$ cat src/rtl/imem_loader.sv
// imem_loader: boot loader and write-side master for the instruction memory DATA port.
// It receives a framed byte stream, assembles little-endian 32-bit words and writes them
// from word 0 up. It then reads the image back through the same port, checks it against
// the stream checksum, and releases the core once a verified image is in place.
//
// Frame: SYNC, LEN_LO, LEN_HI (N words), N*4 data bytes (LSB first), CSUM (XOR of data).
//
// Ports:
//   CLK, RESET_N         clock, asynchronous active-low reset
//   RX_DATA/VALID/READY  byte stream in (valid/ready handshake)
//   DATA_A/WE/WD/RD      imem DATA port (RD registered, valid one cycle after A)
//   CPU_HOLD             hold core in reset while an image is loading or failed
//   BUSY                 frame in progress
//   DONE                 one-cycle pulse: image written and verified
//   ERROR, ERR_CODE      sticky error: 0 timeout, 1 length, 2 rx checksum, 3 readback
module imem_loader #(
    parameter int unsigned AW      = 13,
    parameter logic [7:0]  SYNC    = 8'hA5,
    parameter int unsigned TIMEOUT = 1000000
) (
    input  logic        CLK,
    input  logic        RESET_N,
    input  logic [7:0]  RX_DATA,
    input  logic        RX_VALID,
    output logic        RX_READY,
    output logic [29:0] DATA_A,
    output logic        DATA_WE,
    output logic [31:0] DATA_WD,
    input  logic [31:0] DATA_RD,
    output logic        CPU_HOLD,
    output logic        BUSY,
    output logic        DONE,
    output logic        ERROR,
    output logic [1:0]  ERR_CODE
);

    localparam int unsigned TW = $clog2(TIMEOUT + 1);
    // Word counter is one bit wider than the address so N = 2**AW needs no wrap.
    localparam int unsigned CW = AW + 1;
    localparam logic [16:0] MAX_WORDS = 17'(1) << AW;

    typedef enum logic [3:0] {
        StIdle, StLen0, StLen1, StData, StWrite, StCsum, StVerify, StCheck, StErr
    } state_e;

    state_e          state_q, state_d;
    logic [7:0]      len_lo_q, len_lo_d;
    logic [CW-1:0]   len_q, len_d;
    logic [CW-1:0]   idx_q, idx_d;
    logic [1:0]      bcnt_q, bcnt_d;
    logic [23:0]     asm_q, asm_d;
    logic [31:0]     wd_q, wd_d;
    logic [7:0]      rx_sum_q, rx_sum_d;
    logic [7:0]      rd_sum_q, rd_sum_d;
    logic            rd_pend_q, rd_pend_d;
    logic [TW-1:0]   tmo_q, tmo_d;
    logic            hold_q, hold_d;
    logic            done_q, done_d;
    logic            err_q, err_d;
    logic [1:0]      code_q, code_d;
    // Keeps RX_READY low while in reset and for the first cycle after it.
    logic            live_q;

    logic            accept;
    logic            timed;
    logic            issue;
    logic [15:0]     len_n;

    assign accept = RX_VALID && RX_READY;
    assign timed  = state_q inside {StLen0, StLen1, StData, StCsum};
    assign issue  = (state_q == StVerify) && (idx_q != len_q);
    assign len_n  = {RX_DATA, len_lo_q};

    // State register
    always_ff @(posedge CLK or negedge RESET_N) begin
        if (!RESET_N) begin
            state_q <= StIdle;
        end else begin
            state_q <= state_d;
        end
    end

    // Next state and datapath next values
    always_comb begin
        state_d   = state_q;
        len_lo_d  = len_lo_q;
        len_d     = len_q;
        idx_d     = idx_q;
        bcnt_d    = bcnt_q;
        asm_d     = asm_q;
        wd_d      = wd_q;
        rx_sum_d  = rx_sum_q;
        rd_sum_d  = rd_sum_q;
        rd_pend_d = 1'b0;
        tmo_d     = '0;
        hold_d    = hold_q;
        done_d    = 1'b0;
        err_d     = err_q;
        code_d    = code_q;

        case (state_q)
            StIdle, StErr: begin
                if (accept && RX_DATA == SYNC) begin
                    state_d  = StLen0;
                    hold_d   = 1'b1;
                    err_d    = 1'b0;
                    code_d   = 2'd0;
                    rx_sum_d = '0;
                    idx_d    = '0;
                    bcnt_d   = '0;
                end
            end
            StLen0: begin
                if (accept) begin
                    len_lo_d = RX_DATA;
                    state_d  = StLen1;
                end
            end
            StLen1: begin
                if (accept) begin
                    if ({1'b0, len_n} > MAX_WORDS) begin
                        state_d = StErr;
                        err_d   = 1'b1;
                        code_d  = 2'd1;
                    end else begin
                        len_d   = CW'(len_n);
                        state_d = (len_n == 16'd0) ? StCsum : StData;
                    end
                end
            end
            StData: begin
                if (accept) begin
                    rx_sum_d = rx_sum_q ^ RX_DATA;
                    bcnt_d   = bcnt_q + 2'd1;
                    // Bytes shift in from the top so byte 0 ends up in the low lane.
                    asm_d    = {RX_DATA, asm_q[23:8]};
                    if (bcnt_q == 2'd3) begin
                        wd_d    = {RX_DATA, asm_q};
                        state_d = StWrite;
                    end
                end
            end
            StWrite: begin
                idx_d   = idx_q + CW'(1);
                state_d = (idx_q + CW'(1) == len_q) ? StCsum : StData;
            end
            StCsum: begin
                if (accept) begin
                    if (RX_DATA != rx_sum_q) begin
                        state_d = StErr;
                        err_d   = 1'b1;
                        code_d  = 2'd2;
                    end else begin
                        state_d  = StVerify;
                        idx_d    = '0;
                        rd_sum_d = '0;
                    end
                end
            end
            StVerify: begin
                if (rd_pend_q) begin
                    rd_sum_d = rd_sum_q ^ DATA_RD[7:0] ^ DATA_RD[15:8] ^ DATA_RD[23:16]
                               ^ DATA_RD[31:24];
                end
                if (issue) begin
                    idx_d     = idx_q + CW'(1);
                    rd_pend_d = 1'b1;
                end else begin
                    // Drain cycle: the last read word is folded in above.
                    state_d = StCheck;
                end
            end
            StCheck: begin
                if (rd_sum_q != rx_sum_q) begin
                    state_d = StErr;
                    err_d   = 1'b1;
                    code_d  = 2'd3;
                end else begin
                    state_d = StIdle;
                    done_d  = 1'b1;
                    hold_d  = 1'b0;
                end
            end
            default: state_d = StIdle;
        endcase

        if (timed && !accept) begin
            if (tmo_q == TW'(TIMEOUT - 1)) begin
                state_d = StErr;
                err_d   = 1'b1;
                code_d  = 2'd0;
            end else begin
                tmo_d = tmo_q + TW'(1);
            end
        end
    end

    always_ff @(posedge CLK or negedge RESET_N) begin
        if (!RESET_N) begin
            len_lo_q  <= '0;
            len_q     <= '0;
            idx_q     <= '0;
            bcnt_q    <= '0;
            asm_q     <= '0;
            wd_q      <= '0;
            rx_sum_q  <= '0;
            rd_sum_q  <= '0;
            rd_pend_q <= 1'b0;
            tmo_q     <= '0;
            hold_q    <= 1'b0;
            done_q    <= 1'b0;
            err_q     <= 1'b0;
            code_q    <= 2'd0;
            live_q    <= 1'b0;
        end else begin
            len_lo_q  <= len_lo_d;
            len_q     <= len_d;
            idx_q     <= idx_d;
            bcnt_q    <= bcnt_d;
            asm_q     <= asm_d;
            wd_q      <= wd_d;
            rx_sum_q  <= rx_sum_d;
            rd_sum_q  <= rd_sum_d;
            rd_pend_q <= rd_pend_d;
            tmo_q     <= tmo_d;
            hold_q    <= hold_d;
            done_q    <= done_d;
            err_q     <= err_d;
            code_q    <= code_d;
            live_q    <= 1'b1;
        end
    end

    // Outputs
    always_comb begin
        RX_READY = 1'b0;
        DATA_WE  = 1'b0;
        DATA_A   = '0;
        BUSY     = 1'b0;
        DATA_WD  = wd_q;
        CPU_HOLD = hold_q;
        DONE     = done_q;
        ERROR    = err_q;
        ERR_CODE = code_q;
        case (state_q)
            StIdle, StErr: RX_READY = live_q;
            StLen0, StLen1, StData, StCsum: begin
                RX_READY = live_q;
                BUSY     = 1'b1;
            end
            StWrite: begin
                DATA_WE = 1'b1;
                DATA_A  = 30'(idx_q[AW-1:0]);
                BUSY    = 1'b1;
            end
            StVerify: begin
                BUSY = 1'b1;
                if (issue) begin
                    DATA_A = 30'(idx_q[AW-1:0]);
                end
            end
            StCheck: BUSY = 1'b1;
            default: ;
        endcase
    end

endmodule

$ cat config.mk
export PLATFORM = sky130hd
export DESIGN_NAME = imem_loader
export DESIGN_NICKNAME = d
export VERILOG_FILES = /design/src/rtl/imem_loader.sv
export SDC_FILE = /design/constraint.sdc
export NUM_CORES = 1
export LEC_CHECK = 0
export CORE_ASPECT_RATIO = 1.4
export CORE_MARGIN = 2
export CORE_UTILIZATION = 40
export CTS_CLUSTER_SIZE = 14
export DETAILED_ROUTE_END_ITERATION = 8
export DONT_BUFFER_PORTS = 1
export HOLD_SLACK_MARGIN = 0.08
export PLACE_DENSITY = 0.57
export SYNTH_ARGS = -nofsm -noshare
export SYNTH_HDL_FRONTEND = slang
export SYNTH_SLANG_ARGS = --single-unit
$ cat constraint.sdc
create_clock -name CLK -period 2.2 [get_ports CLK]
set_input_delay 0.33 -clock CLK [delete_from_list [all_inputs] [get_ports CLK]]
set_output_delay 0.33 -clock CLK [all_outputs]
set_load 0.02 [all_outputs]
# --- Word level (Yosys, flattened, before mapping) ---
# Cells that the tools add are included.
op_classes:
  n_reduce_logical: 23
  order_cmp: 1
  add_sub_neg: 3
  n_mux: 62
  n_eq_ne: 22
  bitwise_logic: 6
op_table:
  columns: ["op", "count"]
  rows:
  - ["$mux 14", 4]
  - ["$pmux 14 s4", 1]
  - ["$mux 4", 12]
  - ["$mux 20", 2]
  - ["$mux 8", 5]
  - ["$xor 8x8->8", 5]
  - ["$pmux 4 s8", 1]
  - ["$pmux 8 s2", 2]
  - ["$pmux 13 s2", 1]
  - ["$add 20x1->20 const B", 1]
  - ["$eq 20x20->1 const B", 1]
  - ["$mux 2", 10]
  - ["$mux 1", 17]
  - ["$eq 4x3->1 const B", 4]
  - ["$gt 16x14->1 const B", 1]
  - ["$logic_not 16->1", 1]
  - ["$ne 8x8->1", 2]
  - ["$add 14x1->14 const B", 1]
  - ["$eq 14x14->1", 1]
  - ["$ne 14x14->1", 1]
  - ["$ne 2x2->1 const B", 7]
  - ["$mux 13", 1]
  - ["$reduce_and 3->1", 4]
  - ["$eq 4x2->1 const B", 2]
  - ["22 further kinds", 30]
totals:
  register_bits: 141
  elab_cells: 133
  output_inout_bits: 70
  input_bits: 43

# --- Depth between registers and ports, before layout ---
depth:
  word_depth: 9
  mapped_depth: 9
  depth_no_buf: 7

# --- Worst setup path before layout ---
# OpenSTA, ideal clock, no wires.
synth_timing:
  kind: "register to output"
  startpoint: "reg idx_q[4]"
  endpoint: "out DATA_A[10]"
  slack_ps: -22
  n_path_buf: 2
  t_arrival_ps: 1892
  required_time_ps: 1870
  stages_incl_launch_ff: 8
  cell_sequence: "dfrtp_1 buf_2 xnor2_1 nand4_1 nor4_1 a21oi_1 clkbuf_1 and2_1"
synth_via:
  elab_chain_len: 4
synth_rtl:
  columns: ["item", "line_no", "text"]
  rows:
  - ["start: declaration", "49", "logic [CW-1:0] idx_q, idx_d;"]
  - ["start signal: assignment", "218", "idx_q <= idx_d;"]
  - ["$ne 14x14->1", "71", "assign issue = (state_q == StVerify) && (idx_q != len_q);"]
  - ["$logic_and 1x1->1", "71", null]
  - ["$mux 13", "258", "if (issue) begin"]
  - ["$pmux 13 s2", "245", "case (state_q)"]
  - ["end: declaration", "26", "output logic [29:0] DATA_A,"]
# No other way between the ends.

# --- Final worst setup path ---
layout_timing:
  startpoint: "reg len_q[9]"
  endpoint: "out DATA_A[5]"
layout_via:
  elab_chain_len: 4
layout_rtl:
  columns: ["item", "line_no", "text"]
  rows:
  - ["start: declaration", "48", "logic [CW-1:0] len_q, len_d;"]
  - ["start signal: assignment", "217", "len_q <= len_d;"]
  - ["$ne 14x14->1", "71", null]
  - ["$logic_and 1x1->1", "71", null]
  - ["$mux 13", "258", null]
  - ["$pmux 13 s2", "245", null]
# No other way between the ends.

==> out/results.txt <==
Leakage = 4.21 nW
Die H = 164 um
# rows = 58
Most numerous cell in the Yosys netlist = dfrtp_1
Crit path launch = len_q[9]
Fillcell total = 1,653
DR iter-0 viols = 384
Area Growth Syn to Fin = 25.1%
Worst vdd ir = 399 uV
Final setup margin = -0.227 ns
DRC Markers = 0
Fin Hold WS = -0.406 ns
Initial antenna violation count = 0
Post-synth ARST share = 100%
CORE AREA = 17,900 um^2
Req. time, crit path = 1.87 ns
Antenna Nets Post-Route = 0
TritonCTS Buffers = 17
Crit path time final = 2.43 ns
Unrepaired setup endpoints after global routing = yes
#FFs+latches synth = 141
Placed Area = 7940 um^2
Failing checks = negative hold slack, negative setup slack
Die extent in x = 118 um
Ant diodes = 0
Critical path arrival = 2.10 ns
Peak fanout along the critical path = 6
IO Port Bufs = 0
Via density per instance = 5.39
GRT Total Usage = 20.6%
Setup Viol. Count Final = 15
Pwr/cell area = 724 nW/um^2
Sink Count = 141
Unique masters post-synth = 60
Via count = 5,794
Max_cap viols = 0
Final net count = 867
Clock root cell = clkbuf_16
IO Count = 113
EDFF count, synth = 0
R2R Path Start = idx_q[1]
Worst Max-Slew Pin Slew = 0.559 ns
Drt total wl = 19,500 um
Post-synth top area cell = dfrtp_1
Layout Skew = 0.00713 ns
Final Hold Fails = 141
CTS max path bufs = 2
Sequential share of the synthesized area = 48.5%
Max stage delay on crit path = 0.40 ns
Starting density of the core = 40.6%
Routed WL per cell = 18.2 um
Cells along the critical path = xnor2_1, nand2_1, nor4_2, buf_4, a21oi_4, buf_6, and2_4
Crit start category = flip-flop
CP Class = reg2out
Final Core Density = 50.8%
Htree depth = 4
Synth warnings = 0
First-pass GRT wire length = 30,900 um
Largest net degree at the start of global routing = 142
Die area = 19,300 um^2
Ys flop type = dfrtp_1
Dpl ws = -0.268 ns
Post-DP HPWL = 13,300 um
Gpl congestion = 0.899
Design area = 9110 um^2
Vias in the first global route = 5,837
Most frequent cells after synthesis = dfrtp_1 (141), nand2_1 (103), nor2_1 (66), mux2_2 (54), o21ai_0 (44)
Synthesized area = 7280 um^2
Layout cells sized above 1 = 28.9%
Reg clk slew, reported paths = 0.06 ns
Outcome = finished with violations
Crit path max-delay cell type = dfrtp_1
Clock latency on the worst-skew pair = 0.43 ns
Post-synthesis instance total = 743
TritonRoute pass-1 iters = 5
Final period util = 110%
Top post-synthesis cells by area = dfrtp_1 (48%), mux2_2 (8.4%), nand2_1 (5.3%)
CTS tree = built
Total congestion overflow = 0
Max Slew Vio Count = 0
HP Class = in2async
Avg Inst Size Synth = 9.80 um^2
Highest clock rate = 412 MHz
Cts hold-fix bufs = 8
Post-synth top area share = 48.5%
Worst slew margin = 62.4%
Worst setup EP type = primary output
-- registers in the layout, indices dropped and copies added, names as in the netlist --
name	count
CPU_HOLD	1
DATA_WD	32
DONE	1
ERROR	1
ERR_CODE	2
asm_q	24
bcnt_q	2
idx_q	14
len_lo_q	8
len_q	14
live_q	1
rd_pend_q	1
rd_sum_q	8
rx_sum_q	8
state_q	4
tmo_q	20
-- layout make-up --
cell class	count	area [um^2]	share of cell area (%)
repair buffers	102	855	9.38
clock inverters	15	200	2.20
flip-flops and latches	141	3530	38.8
multi-input cells	550	3760	41.3
well taps	240	300	3.30
clock buffers	17	425	4.67
inverters	9	33.8	0.371
-- report_power, final --
group	internal, mW	switching (mW)
Clock	1.64	1.33
Combinational	0.375	0.384
Sequential	2.72	0.146
Total	4.74	1.86
-- through the flow --
stage	setup TNS (ns)	total power [mW]	instances
4_1_cts	-3.34	6.64	1070
3_5_place_dp	-4.08	3.57	1020
5_1_grt	-4.18	6.83	1074
2_1_floorplan	0	3.34	759
3_3_place_gp	-3.79	3.56	1020
6_report	-2.81	6.60	1074
-- path summary, 6_finish.rpt --
path	cells past startpoint	slack (ns)	to
setup / recovery	7	-0.23	DATA_A[5]
hold / removal	0	-0.41	live_q
setup reg to reg	8	-0.05	state_q[2]
hold reg to reg	1	0.45	tmo_q[0]
max in group asynchronous	0	2.33	state_q[1]
min in group CLK	3	0.14	rx_sum_q[3]
-- placed cells by master, fill, tap and decap left out, drive strengths merged, types with 4 or more instances in the layout --
master,Yosys,layout
a21oi,19,19
a31oi,13,13
a41oi,4,4
and2,18,18
and3,7,7
buf,37,93
clkbuf,22,18
clkinv,0,6
conb,2,18
dfrtp,141,141
dlygate4sd3,0,8
inv,9,15
mux2,54,54
nand2,103,103
nand3,26,26
nand4,17,17
nor2,68,68
nor2b,7,7
nor3,9,9
nor4,11,11
o211ai,7,7
o21a,5,5
o21ai,45,45
xnor2,37,37
xor2,42,42
-- kinds of logic (layout without fill, tap and decap cells) --
family | Yosys count | after routing | share of synthesized area, %
simple gates | 284 | 284 | 18.7
other cells | 2 | 18 | 0.103
compound gates | 111 | 111 | 9.40
mux | 55 | 55 | 8.49
xor+xnor | 79 | 79 | 9.50
flops | 141 | 141 | 48.5
fa+ha+maj | 3 | 3 | 0.516
buf+inv | 68 | 143 | 4.85
-- worst max-delay path: cells and delay by family, from the launching register on --
kind	cells	cell delay (ns)
AO/OA/AOI/OAI	1	0.07
AND/OR/NAND/NOR	3	0.60
buffers and inverters	2	0.32
flip-flops	1	0.40
XOR/XNOR	1	0.29
-- per-layer routing --
layer  wire length (um)  GRT usage (%)  part of all wire [%]
met3                904           4.82                   4.6
met1               7500           23.3                    38
met2              10300           36.0                    53
met5                  0              0                     0
met4                825           10.8                   4.2
-- what timing repair did --
item | in CTS | in global routing
setup endpoints to repair | 29 | 38
endpoints found under the hold margin | 175 | 141
gates cloned | 1 | 2
gates resized for setup | 46 | 39
setup buffers | 9 | 5
pin swaps | 12 | 15
(Power assumes the default switching activity.)
